## src/rtl/ones_pkg.sv

```systemverilog
// Shared definitions for the ones-fill and popcount FSMD pair.
package ones_pkg;

  typedef enum logic [1:0] {IDLE, BUSY, DONE} state_e;

  // k_sel encoding: load a new count, or step the remaining count down
  localparam logic K_SEL_DEC  = 1'b0;
  localparam logic K_SEL_LOAD = 1'b1;

  function automatic int count_width(int w);
    return $clog2(w + 1);
  endfunction

endpackage

```

## src/rtl/ones_fill_datapath.sv

```systemverilog
// Datapath for ones_fill_fsmd: remaining count, word under construction, range flag.
// ONES_FILL_SATURATE_EN clamps oversize counts instead of flagging them.
module ones_fill_datapath
  import ones_pkg::*;
#(
  parameter int INPUT_WIDTH = 32,
  parameter int COUNT_WIDTH = count_width(INPUT_WIDTH)
) (
  input  logic                   clk,
  input  logic                   rst,
  input  logic [COUNT_WIDTH-1:0] count_in,
  input  logic                   k_en,
  input  logic                   k_sel,
  input  logic                   w_en,
  input  logic                   w_clr,
  input  logic                   done,
  output logic                   k_eq_0,
  output logic [INPUT_WIDTH-1:0] out,
  output logic                   err
);

  logic [COUNT_WIDTH-1:0] k_q, k_d, k_load;
  logic [INPUT_WIDTH-1:0] w_q, w_d;
  logic                   err_q, err_d, err_load, over;

  always_comb begin
    over     = count_in > COUNT_WIDTH'(INPUT_WIDTH);
    k_load   = count_in;
    err_load = 1'b0;
`ifdef ONES_FILL_SATURATE_EN
    if (over) k_load = COUNT_WIDTH'(INPUT_WIDTH);
`else
    // an oversize request completes immediately with an empty word
    if (over) begin
      k_load   = '0;
      err_load = 1'b1;
    end
`endif
  end

  always_comb begin
    k_d   = k_q;
    w_d   = w_q;
    err_d = err_q;
    if (k_en) k_d = (k_sel == K_SEL_LOAD) ? k_load : k_q - COUNT_WIDTH'(1);
    if (w_clr) begin
      w_d   = '0;
      err_d = err_load;
    end else if (w_en) begin
      w_d = {w_q[INPUT_WIDTH-2:0], 1'b1};
    end
  end

  always_ff @(posedge clk or negedge rst) begin
    if (!rst) begin
      k_q   <= '0;
      w_q   <= '0;
      err_q <= 1'b0;
    end else begin
      k_q   <= k_d;
      w_q   <= w_d;
      err_q <= err_d;
    end
  end

  assign k_eq_0 = (k_q == '0);
  assign out    = done ? w_q : '0;
  assign err    = done & err_q;

endmodule

```

## src/rtl/ones_fill_fsmd.sv

```systemverilog
// Iterative fill: builds a word with k low bits set, one bit per cycle.
// Build option ONES_FILL_SATURATE_EN clamps counts above INPUT_WIDTH (see datapath).
module ones_fill_fsmd
  import ones_pkg::*;
#(
  parameter  int INPUT_WIDTH = 32,
  localparam int COUNT_WIDTH = count_width(INPUT_WIDTH)
) (
  input  logic                   clk,
  input  logic                   rst,
  input  logic                   go,
  input  logic [COUNT_WIDTH-1:0] count_in,
  output logic [INPUT_WIDTH-1:0] out,
  output logic                   done,
  output logic                   busy,
  output logic                   err
);

  state_e state_q, state_d;
  logic   k_en, k_sel, w_en, w_clr, k_eq_0;

  always_ff @(posedge clk or negedge rst) begin
    if (!rst) state_q <= IDLE;
    else      state_q <= state_d;
  end

  always_comb begin
    state_d = state_q;
    k_en    = 1'b0;
    k_sel   = K_SEL_DEC;
    w_en    = 1'b0;
    w_clr   = 1'b0;
    unique case (state_q)
      IDLE, DONE: begin
        if (go) begin
          k_en    = 1'b1;
          k_sel   = K_SEL_LOAD;
          w_clr   = 1'b1;
          state_d = BUSY;
        end
      end
      BUSY: begin
        // go is ignored here; count_in is only sampled on load
        if (!k_eq_0) begin
          k_en = 1'b1;
          w_en = 1'b1;
        end else begin
          state_d = DONE;
        end
      end
      default: state_d = IDLE;
    endcase
  end

  assign done = (state_q == DONE);
  assign busy = (state_q == BUSY);

  ones_fill_datapath #(
    .INPUT_WIDTH(INPUT_WIDTH),
    .COUNT_WIDTH(COUNT_WIDTH)
  ) u_dp (
    .clk     (clk),
    .rst     (rst),
    .count_in(count_in),
    .k_en    (k_en),
    .k_sel   (k_sel),
    .w_en    (w_en),
    .w_clr   (w_clr),
    .done    (done),
    .k_eq_0  (k_eq_0),
    .out     (out),
    .err     (err)
  );

endmodule

```

## config.mk

```make
export PLATFORM = sky130hd
export DESIGN_NAME = ones_fill_fsmd
export DESIGN_NICKNAME = d
export VERILOG_FILES = /design/src/rtl/ones_pkg.sv /design/src/rtl/ones_fill_datapath.sv /design/src/rtl/ones_fill_fsmd.sv
export SDC_FILE = /design/constraint.sdc
export NUM_CORES = 1
export LEC_CHECK = 0
export BUFFER_PORTS_ARGS = -buffer_cell sky130_fd_sc_hd__buf_4
export CORE_MARGIN = 5
export CORE_UTILIZATION = 25
export DETAILED_ROUTE_END_ITERATION = 10
export MAX_ROUTING_LAYER = met4
export PLACE_DENSITY_LB_ADDON = 0.08
export SYNTH_ARGS = -nofsm -noshare
export SYNTH_HDL_FRONTEND = slang
export SYNTH_HIERARCHICAL = 1
export SYNTH_SLANG_ARGS = --single-unit
```

## constraint.sdc

```tcl
create_clock -name clk -period 2.1 [get_ports clk]
set_input_delay 0.21 -clock clk [delete_from_list [all_inputs] [get_ports clk]]
set_output_delay 0.21 -clock clk [all_outputs]
set_load 0.1 [all_outputs]
```

==> results_tabular.tex, run 1 <==
\begin{tabular}{lr}
\hline
Metric & Value \\
\hline
\multicolumn{2}{l}{\textbf{Clocking}} \\
Total setup buffers inserted after CTS & 0 \\
Number of buffers between clock root and the deepest sink & 2 \\
Clk\_lat worst skew & 290 ps \\
Clock-pin slew on the worst setup and hold paths & 80 ps \\
Buffer cell driving the clock tree root & sky130\_fd\_sc\_hd\_\_clkbuf\_8 \\
Clock sinks & 41 \\
TritonCTS clock tree & yes \\
Clock buffers created by TritonCTS & 5 \\
CTS H-Tree Depth & 2 \\
\multicolumn{2}{l}{\textbf{Critical path}} \\
Cell-by-cell listing of the critical path & nor2b\_4 > buf\_12 > and2\_1 > buf\_4 \\
Highest net fanout along the worst path & 31 \\
Combined buffer and inverter count along the critical path & 2 \\
Kind of critical path & reg2out \\
Required time at the endpoint of the critical path & 1890 ps \\
Worst Path Arrival & 1650 ps \\
Crit-path max cell delay & 490 ps \\
Cell family with most CP delay & flip-flops \\
CP Capture Type & primary output \\
Launching element type of the critical path & flop \\
Crit-path slowest cell & sky130\_fd\_sc\_hd\_\_dfrtp\_1 \\
\multicolumn{2}{l}{\textbf{Placed design}} \\
\# placed instances & 343 \\
Final weighted congestion of routability-driven global placement & 0.721 \\
Post-Place Cell Area & 0.00258 sq mm \\
Buffers on Ports & 43 \\
Final HPWL from detailed placement & 3190 um \\
\multicolumn{2}{l}{\textbf{Synth}} \\
Net Count, Synth & 213 \\
Synth Instances & 202 \\
Count of yosys warnings during synthesis & 6 \\
Post-synthesis sequential element count & 41 \\
Count of distinct cell types in the synthesized netlist & 29 \\
Mean instance size in the synthesized netlist & 10.2 sq um \\
Post-synthesis sequential area ratio & 50.0\% \\
Post-synthesis cell area & 0.00205 sq mm \\
\multicolumn{2}{l}{\textbf{STA}} \\
Max Fclk & 0.537 GHz \\
Setup\_tns & 0 ps \\
Portion of the clock cycle consumed by the worst path in the final layout & 88.6\% \\
Hold Vio Cnt, Final & 0 \\
Setup Viol. Count Final & 0 \\
Shortest clock period the worst path allows after layout & 1860 ps \\
RSZ-0062 raised after global routing & false \\
Final-report max-slew violation count & 0 \\
Tightest Pin Transition & 550 ps \\
Clock Skews & 5.69 ps \\
Max-slew headroom & 63.3\% \\
\multicolumn{2}{l}{\textbf{Flow run}} \\
Max-Cap Viols & 0 \\
\multicolumn{2}{l}{\textbf{Floorplan}} \\
IO Pins & 44 \\
Area of the core & 0.00809 sq mm \\
Effective utilization at floorplan & 25.4\% \\
Die outline width & 101 um \\
Die H & 101 um \\
Die outline area & 0.0101 sq mm \\
Std cell rows & 33 \\
\multicolumn{2}{l}{\textbf{Global routing}} \\
Gr usage total & 10.0\% \\
Vias in the first global route & 1586 \\
Total grt overflow & 0 \\
Number of antenna violations at the first check in global routing & 0 \\
Pin count of the biggest net entering global routing & 42 \\
First-pass GRT wire length & 7890 um \\
\multicolumn{2}{l}{\textbf{Power and ir drop}} \\
Power density normalized to cell area & 1220 mW/mm\^{}2 \\
Leakage & 1.44 nW \\
Peak supply drop & 550 uV \\
\multicolumn{2}{l}{\textbf{Drt}} \\
Post-route antenna net violation count & 0 \\
Via density & 4.33 \\
Routed length on met1 & 2370 um \\
WL per Instance & 13.5 um \\
Vias & 1519 \\
DR top layer & met4 \\
Length of routed met3 wiring & 221 um \\
Detailed-routed wire length on met2 & 2090 um \\
Wirelength, routed & 4750 um \\
Count of routing violations after the opening detailed-route iteration & 38 \\
Post-route DRC & 0 \\
DR pass1 iterations & 5 \\
\multicolumn{2}{l}{\textbf{Final layout}} \\
Final non-filler cell total & 351 \\
Finished layout cell area & 0.00270 sq mm \\
Footprint of the multi-input gates & 0.00100 sq mm \\
Util after Layout & 33.3\% \\
Share of post-route cells with drive strength above 1 & 38.6\% \\
FILL cells & 878 \\
Number of nets at the end of the flow & 257 \\
Antenna diode instance count & 0 \\
Area Overhead vs Synth & 31.4\% \\
Seq. cell area & 0.00103 sq mm \\
\multicolumn{2}{l}{\textbf{Run status}} \\
Status & finished, final reports clean \\
\multicolumn{2}{l}{\textbf{Worst hold path}} \\
Tightest Hold Check Type & in2reg \\
\hline
\end{tabular}
==> synth_stat cells <==
| master | number | share of area (%) |
|---|---|---|
| sky130_fd_sc_hd__nand2b_2 | 1 | 0.43 |
| sky130_fd_sc_hd__ha_1 | 2 | 1.2 |
| sky130_fd_sc_hd__mux2i_1 | 31 | 15 |
| sky130_fd_sc_hd__nand3_1 | 2 | 0.49 |
| sky130_fd_sc_hd__a41oi_1 | 1 | 0.43 |
| sky130_fd_sc_hd__dfrtp_1 | 41 | 50 |
| sky130_fd_sc_hd__a32o_1 | 2 | 0.98 |
| sky130_fd_sc_hd__nor2b_1 | 3 | 0.91 |
| sky130_fd_sc_hd__a31oi_1 | 2 | 0.61 |
| sky130_fd_sc_hd__nor3_1 | 2 | 0.49 |
| sky130_fd_sc_hd__nor4_1 | 1 | 0.31 |
| sky130_fd_sc_hd__a21oi_1 | 3 | 0.73 |
| sky130_fd_sc_hd__and2_1 | 33 | 10 |
| sky130_fd_sc_hd__o21ai_0 | 3 | 0.73 |
| sky130_fd_sc_hd__mux2_2 | 1 | 0.55 |
| sky130_fd_sc_hd__and3_1 | 1 | 0.31 |
| sky130_fd_sc_hd__clkbuf_1 | 9 | 1.6 |
| sky130_fd_sc_hd__or4_4 | 1 | 0.55 |
| sky130_fd_sc_hd__o211ai_1 | 1 | 0.37 |
| sky130_fd_sc_hd__nor2_1 | 41 | 7.5 |
| sky130_fd_sc_hd__nor3b_1 | 1 | 0.37 |
| sky130_fd_sc_hd__buf_2 | 3 | 0.73 |
| sky130_fd_sc_hd__inv_1 | 7 | 1.3 |
| sky130_fd_sc_hd__and3b_1 | 1 | 0.43 |
| sky130_fd_sc_hd__o2bb2ai_2 | 1 | 0.73 |
| sky130_fd_sc_hd__inv_2 | 1 | 0.18 |
| sky130_fd_sc_hd__o22ai_1 | 2 | 0.61 |
| sky130_fd_sc_hd__a22o_1 | 4 | 1.7 |
| sky130_fd_sc_hd__buf_6 | 1 | 0.55 |
==> timing repair <==
item                       4_1_cts  5_1_grt
setup endpoints to repair        0        1
hold endpoints to repair        41        0
hold buffers                     1        0
resized for setup                0        1
==> flip-flops by register name, summed over array words and instances, names as in the netlist <==
register	count
u_dp/w_q	32
u_dp/k_q	6
state_q	2
u_dp/err_q	1
==> kinds of logic (layout without fill, tap and decap cells) <==
group / Yosys count / after routing / share of synthesized area, %
simple gates: 87 / 87 / 21.8
flops: 41 / 41 / 50.0
mux: 32 / 32 / 15.7
buf+inv: 21 / 65 / 4.39
compound gates: 19 / 19 / 6.89
fa+ha+maj: 2 / 2 / 1.22
==> through the flow <==
stage | power, mW | hold WS, ps | setup slack, ps
final | 3.29 | 220 | 238
after global routing | 3.55 | 231 | 141
after floorplan | 2.31 | -85.6 | 36.8
after detailed placement | 2.70 | 247 | 114
after global placement | 2.70 | 249 | 189
after CTS | 3.35 | 214 | 119
==> power breakdown <==
part,leakage (nW),internal [mW],switching (mW)
Combinational,0.842,0.612,0.793
Sequential,0.540,1.04,0.222
Clock,0.0540,0.346,0.277
Total,1.44,2.00,1.29
==> path summary, 6_finish.rpt <==
path	endpoint	cells after the start	start	slack (ps)
max	out[1]	4	state_q[0]$_DFFE_PN0P_	240
min	u_dp/k_q[5]$_DFFE_PN0P_	4	count_in[4]	220
max reg2reg	u_dp/w_q[17]$_DFFE_PN0P_	7	u_dp/k_q[0]$_DFFE_PN0P_	330
min reg2reg	u_dp/err_q$_DFFE_PN0P_	1	u_dp/err_q$_DFFE_PN0P_	510
max in group asynchronous	u_dp/w_q[14]$_DFFE_PN0P_	2	rst	1280
min in group asynchronous	u_dp/k_q[0]$_DFFE_PN0P_	2	rst	440
==> worst register-to-register path: cells and delay by family, from the launching register on <==
| family | cells | cell delay, ps |
|---|---|---|
| flops | 1 | 430 |
| simple gates | 3 | 460 |
| buf+inv | 2 | 330 |
| fa+ha+maj | 1 | 200 |
| mux | 1 | 230 |
==> metal layers <==
layer  track usage, %  up-vias
met5                -        -
met4             3.42        0
met3             2.21        5
met2             14.3       35
met1             14.0      715
li1                 -      764
==> layout by cell type (no fill, tap or decap), types with 2 or more instances in the layout <==
cell type	netlist	routed
sky130_fd_sc_hd__a21oi_1	3	3
sky130_fd_sc_hd__a22o_1	4	4
sky130_fd_sc_hd__a31oi_1	2	2
sky130_fd_sc_hd__a32o_1	2	2
sky130_fd_sc_hd__and2_1	33	3
sky130_fd_sc_hd__and2_2	0	30
sky130_fd_sc_hd__buf_12	0	2
sky130_fd_sc_hd__buf_4	0	47
sky130_fd_sc_hd__clkbuf_8	0	5
sky130_fd_sc_hd__dfrtp_1	41	41
sky130_fd_sc_hd__ha_1	2	2
sky130_fd_sc_hd__inv_1	7	7
sky130_fd_sc_hd__mux2i_1	31	31
sky130_fd_sc_hd__nand3_1	2	2
sky130_fd_sc_hd__nor2_1	41	39
sky130_fd_sc_hd__nor2_4	0	2
sky130_fd_sc_hd__nor2b_1	3	2
sky130_fd_sc_hd__nor3_1	2	2
sky130_fd_sc_hd__o21ai_0	3	3
==> cell type report <==
type / instances / area share [%]
Timing Repair Buffer: 50 / 14.9
Inverter: 8 / 1.11
Tap cell: 105 / 4.87
Sequential cell: 41 / 38.1
Multi-Input combinational cell: 140 / 37.2
Clock inverter: 2 / 1.30
Clock buffer: 5 / 2.55
(Power assumes the default switching activity.)
==> run 2, diff against run 1 <==
--- a/config.mk
+++ b/config.mk
@@ -5,6 +5,7 @@
 export SDC_FILE = /design/constraint.sdc
 export NUM_CORES = 1
 export LEC_CHECK = 0
+export ABC_AREA = 1
 export BUFFER_PORTS_ARGS = -buffer_cell sky130_fd_sc_hd__buf_4
 export CORE_MARGIN = 5
 export CORE_UTILIZATION = 25
==> run 2 against run 1 <==
  * Via count rose by 12%
  * Cell count rose by 18%
  * First-iteration DRC count rose by 50%
  * Core utilization fell by 0.14 points
  * Die area rose by 0.61%
  * Worst hold slack got worse by 51 ps
  * Design area barely moved
  * Clock power fell by 15%
  * Critical path type unchanged
==> results_tabular.tex, run 2 <==
\begin{tabular}{lr}
\hline
Metric & Value \\
\hline
\multicolumn{2}{l}{\textbf{Power and ir drop}} \\
Leakage & 1.20 nW \\
Peak supply drop & 261 uV \\
Overall Power & 2.95 mW \\
Power density normalized to cell area & 1090 mW/mm\^{}2 \\
\multicolumn{2}{l}{\textbf{Floorplan}} \\
Die outline area & 0.0102 sq mm \\
Die outline width & 101 um \\
Effective utilization at floorplan & 25.4\% \\
IO Pins & 44 \\
Area of the core & 0.00813 sq mm \\
Die H & 101 um \\
Std cell rows & 33 \\
\multicolumn{2}{l}{\textbf{Drt}} \\
WL per Instance & 11.3 um \\
Wirelength, routed & 4670 um \\
Via density & 4.11 \\
Post-route DRC & 0 \\
DR pass1 iterations & 4 \\
Count of routing violations after the opening detailed-route iteration & 57 \\
Vias & 1697 \\
Post-route antenna net violation count & 0 \\
\multicolumn{2}{l}{\textbf{STA}} \\
Setup\_tns & 0 ps \\
RSZ-0062 raised after global routing & false \\
Setup Viol. Count Final & 0 \\
Max-slew headroom & 64.2\% \\
Tightest Pin Transition & 538 ps \\
Shortest clock period the worst path allows after layout & 1770 ps \\
Clock Skews & 8.67 ps \\
Final-report max-slew violation count & 0 \\
Hold Vio Cnt, Final & 0 \\
Portion of the clock cycle consumed by the worst path in the final layout & 84.2\% \\
Max Fclk & 0.566 GHz \\
\multicolumn{2}{l}{\textbf{Global routing}} \\
Total grt overflow & 0 \\
First-pass GRT wire length & 8100 um \\
Pin count of the biggest net entering global routing & 42 \\
Number of antenna violations at the first check in global routing & 0 \\
Gr usage total & 10.0\% \\
Vias in the first global route & 1796 \\
\multicolumn{2}{l}{\textbf{Synth}} \\
Count of distinct cell types in the synthesized netlist & 20 \\
Dominant cell by count in the synthesized netlist & sky130\_fd\_sc\_hd\_\_inv\_1 \\
Post-synthesis sequential area ratio & 49.7\% \\
Count of yosys warnings during synthesis & 6 \\
Top FF cell, synth & sky130\_fd\_sc\_hd\_\_dfrtp\_1 \\
Synth top area share & 49.7\% \\
Most frequent cells after synthesis & sky130\_fd\_sc\_hd\_\_inv\_1, sky130\_fd\_sc\_hd\_\_nand2\_1, sky130\_fd\_sc\_hd\_\_dfrtp\_1 \\
Net Count, Synth & 273 \\
Synth Instances & 262 \\
Number of synthesized flops with an enable pin & 0 \\
Post-synthesis sequential element count & 41 \\
Area contributors post-synth & sky130\_fd\_sc\_hd\_\_dfrtp\_1, sky130\_fd\_sc\_hd\_\_inv\_1, sky130\_fd\_sc\_hd\_\_nand2\_1 \\
Mean instance size in the synthesized netlist & 7.88 sq um \\
Post-synthesis cell area & 0.00207 sq mm \\
Async SR Flop Fraction & 100\% \\
Library cell occupying the most area in the post-synthesis netlist & sky130\_fd\_sc\_hd\_\_dfrtp\_1 \\
\multicolumn{2}{l}{\textbf{Critical path}} \\
Crit-path slowest cell & sky130\_fd\_sc\_hd\_\_dfrtp\_1 \\
Crit-path max cell delay & 440 ps \\
Required time at the endpoint of the critical path & 1890 ps \\
Worst Path Arrival & 1560 ps \\
Capture point of the worst reg-to-reg path & u\_dp/w\_q[15]\$\_DFFE\_PN0P\_ \\
CP Capture Type & primary output \\
Highest net fanout along the worst path & 34 \\
Internal reg-to-reg setup slack & 360 ps \\
Cell depth of the worst flop-to-flop path & 11 \\
Cell-by-cell listing of the critical path & nor2\_4 > buf\_12 > nand2\_1 > clkinvlp\_4 > buf\_4 \\
Launching element type of the critical path & flop \\
Startpoint of the most critical register-to-register path & u\_dp/k\_q[0]\$\_DFFE\_PN0P\_ \\
Kind of critical path & reg2out \\
\multicolumn{2}{l}{\textbf{Clocking}} \\
Resized Gates After CTS & 0 \\
Clock sinks & 41 \\
Clock-pin slew on the worst setup and hold paths & 70 ps \\
CTS H-Tree Depth & 2 \\
Buffer cell driving the clock tree root & sky130\_fd\_sc\_hd\_\_clkbuf\_8 \\
TritonCTS clock tree & yes \\
Clk\_lat worst skew & 290 ps \\
Clock buffers created by TritonCTS & 5 \\
Number of buffers between clock root and the deepest sink & 2 \\
\multicolumn{2}{l}{\textbf{Placed design}} \\
Post-Place Cell Area & 0.00260 sq mm \\
Final HPWL from detailed placement & 3380 um \\
Final weighted congestion of routability-driven global placement & 0.763 \\
Buffers on Ports & 43 \\
\multicolumn{2}{l}{\textbf{Final layout}} \\
Commonest cells after routing, fill and taps aside & sky130\_fd\_sc\_hd\_\_nand2\_1, sky130\_fd\_sc\_hd\_\_inv\_1, sky130\_fd\_sc\_hd\_\_buf\_4, sky130\_fd\_sc\_hd\_\_dfrtp\_1, sky130\_fd\_sc\_hd\_\_clkinvlp\_4 \\
Reg with most FFs & u\_dp/w\_q \\
Number of nets at the end of the flow & 319 \\
Flip-flop count of the largest register, all copies and words added & 32 \\
Share of post-route cells with drive strength above 1 & 30.8\% \\
Commonest non-fill, non-tap cell in the layout & sky130\_fd\_sc\_hd\_\_nand2\_1 \\
Largest regs & u\_dp/w\_q (32), u\_dp/k\_q (6), state\_q (2) \\
Area Overhead vs Synth & 30.6\% \\
Finished layout cell area & 0.00270 sq mm \\
Antenna diode instance count & 0 \\
FILL cells & 882 \\
\multicolumn{2}{l}{\textbf{Worst hold path}} \\
Start point of the worst min-delay path & go \\
Tightest Hold Check Type & in2reg \\
End point of the most critical hold path & state\_q[0]\$\_DFFE\_PN0P\_ \\
Cells on Worst Hold Path & 3 \\
\multicolumn{2}{l}{\textbf{Flow run}} \\
Max-Cap Viols & 0 \\
\multicolumn{2}{l}{\textbf{Run status}} \\
Status & finished, final reports clean \\
\hline
\end{tabular}
==> run 2: cell families (layout without fill, tap and decap cells) <==
family | count (synthesis) | count (layout) | synth area share, %
flip-flops | 41 | 41 | 49.7
adder cells (fa/ha/maj) | 2 | 2 | 1.21
AND/OR/NAND/NOR | 79 | 79 | 16.2
buffers and inverters | 94 | 140 | 19.9
AO/OA/AOI/OAI | 46 | 46 | 13.0
==> run 2: worst max path at each step <==
| stage | startpoint | to |
|---|---|---|
| finish | state_q[0]$_DFFE_PN0P_ | out[21] |
| global placement | u_dp/k_q[0]$_DFFE_PN0P_ | u_dp/w_q[5]$_DFFE_PN0P_ |
| global route | u_dp/k_q[0]$_DFFE_PN0P_ | u_dp/w_q[10]$_DFFE_PN0P_ |
| floorplan | state_q[0]$_DFFE_PN0P_ | out[0] |
| detailed placement | u_dp/k_q[0]$_DFFE_PN0P_ | u_dp/w_q[5]$_DFFE_PN0P_ |
| CTS | state_q[0]$_DFFE_PN0P_ | out[30] |
==> run 2: power by group <==
part	leakage [nW]	internal, mW	switching (mW)
clock network	0.0433	0.260	0.271
logic	0.613	0.416	0.808
registers	0.541	1.04	0.156
==> run 2: metal layers <==
metal / global-route usage [%] / up-vias / wire (um)
met4: 3.68 / 0 / 68
met1: 12.7 / 773 / 2290
li1: - / 879 / -
met3: 1.80 / 6 / 203
met2: 15.9 / 39 / 2110
met5: - / - / 0
==> run 2: per-stage QoR <==
step                      worst slack [ps]  hold slack, ps  util, %  cells
after floorplan                       74.6           -85.6        -    262
after global placement                 434             244     31.9    405
after detailed placement               363             237     31.9    405
after CTS                              312             161     33.2    413
after global routing                   133             197     33.2    413
final                                  332             169     33.2    413
==> run 2: repair_timing <==
action | in CTS | in global routing
hold endpoints to repair | 41 | 0
buffers inserted | 0 | 0
endpoints found under the setup margin | 0 | 0
hold buffers | 1 | 0
==> run 2: area by class of cell <==
type                    instances  area [sq um]  share of cell area (%)
repair buffers                 50           390                    14.5
flip-flops and latches         41          1030                    38.0
well taps                     105           131                    4.87
inverters                      83           424                    15.7
clock inverters                 1          7.51                   0.278
clock buffers                   6          82.6                    3.06
multi-input cells             127           637                    23.6
==> run 2: critical path: cells and delay by family, from the launching register on <==
family                 cells  cell delay (ps)
buffers and inverters      3              530
flip-flops                 1              440
AND/OR/NAND/NOR            2              270
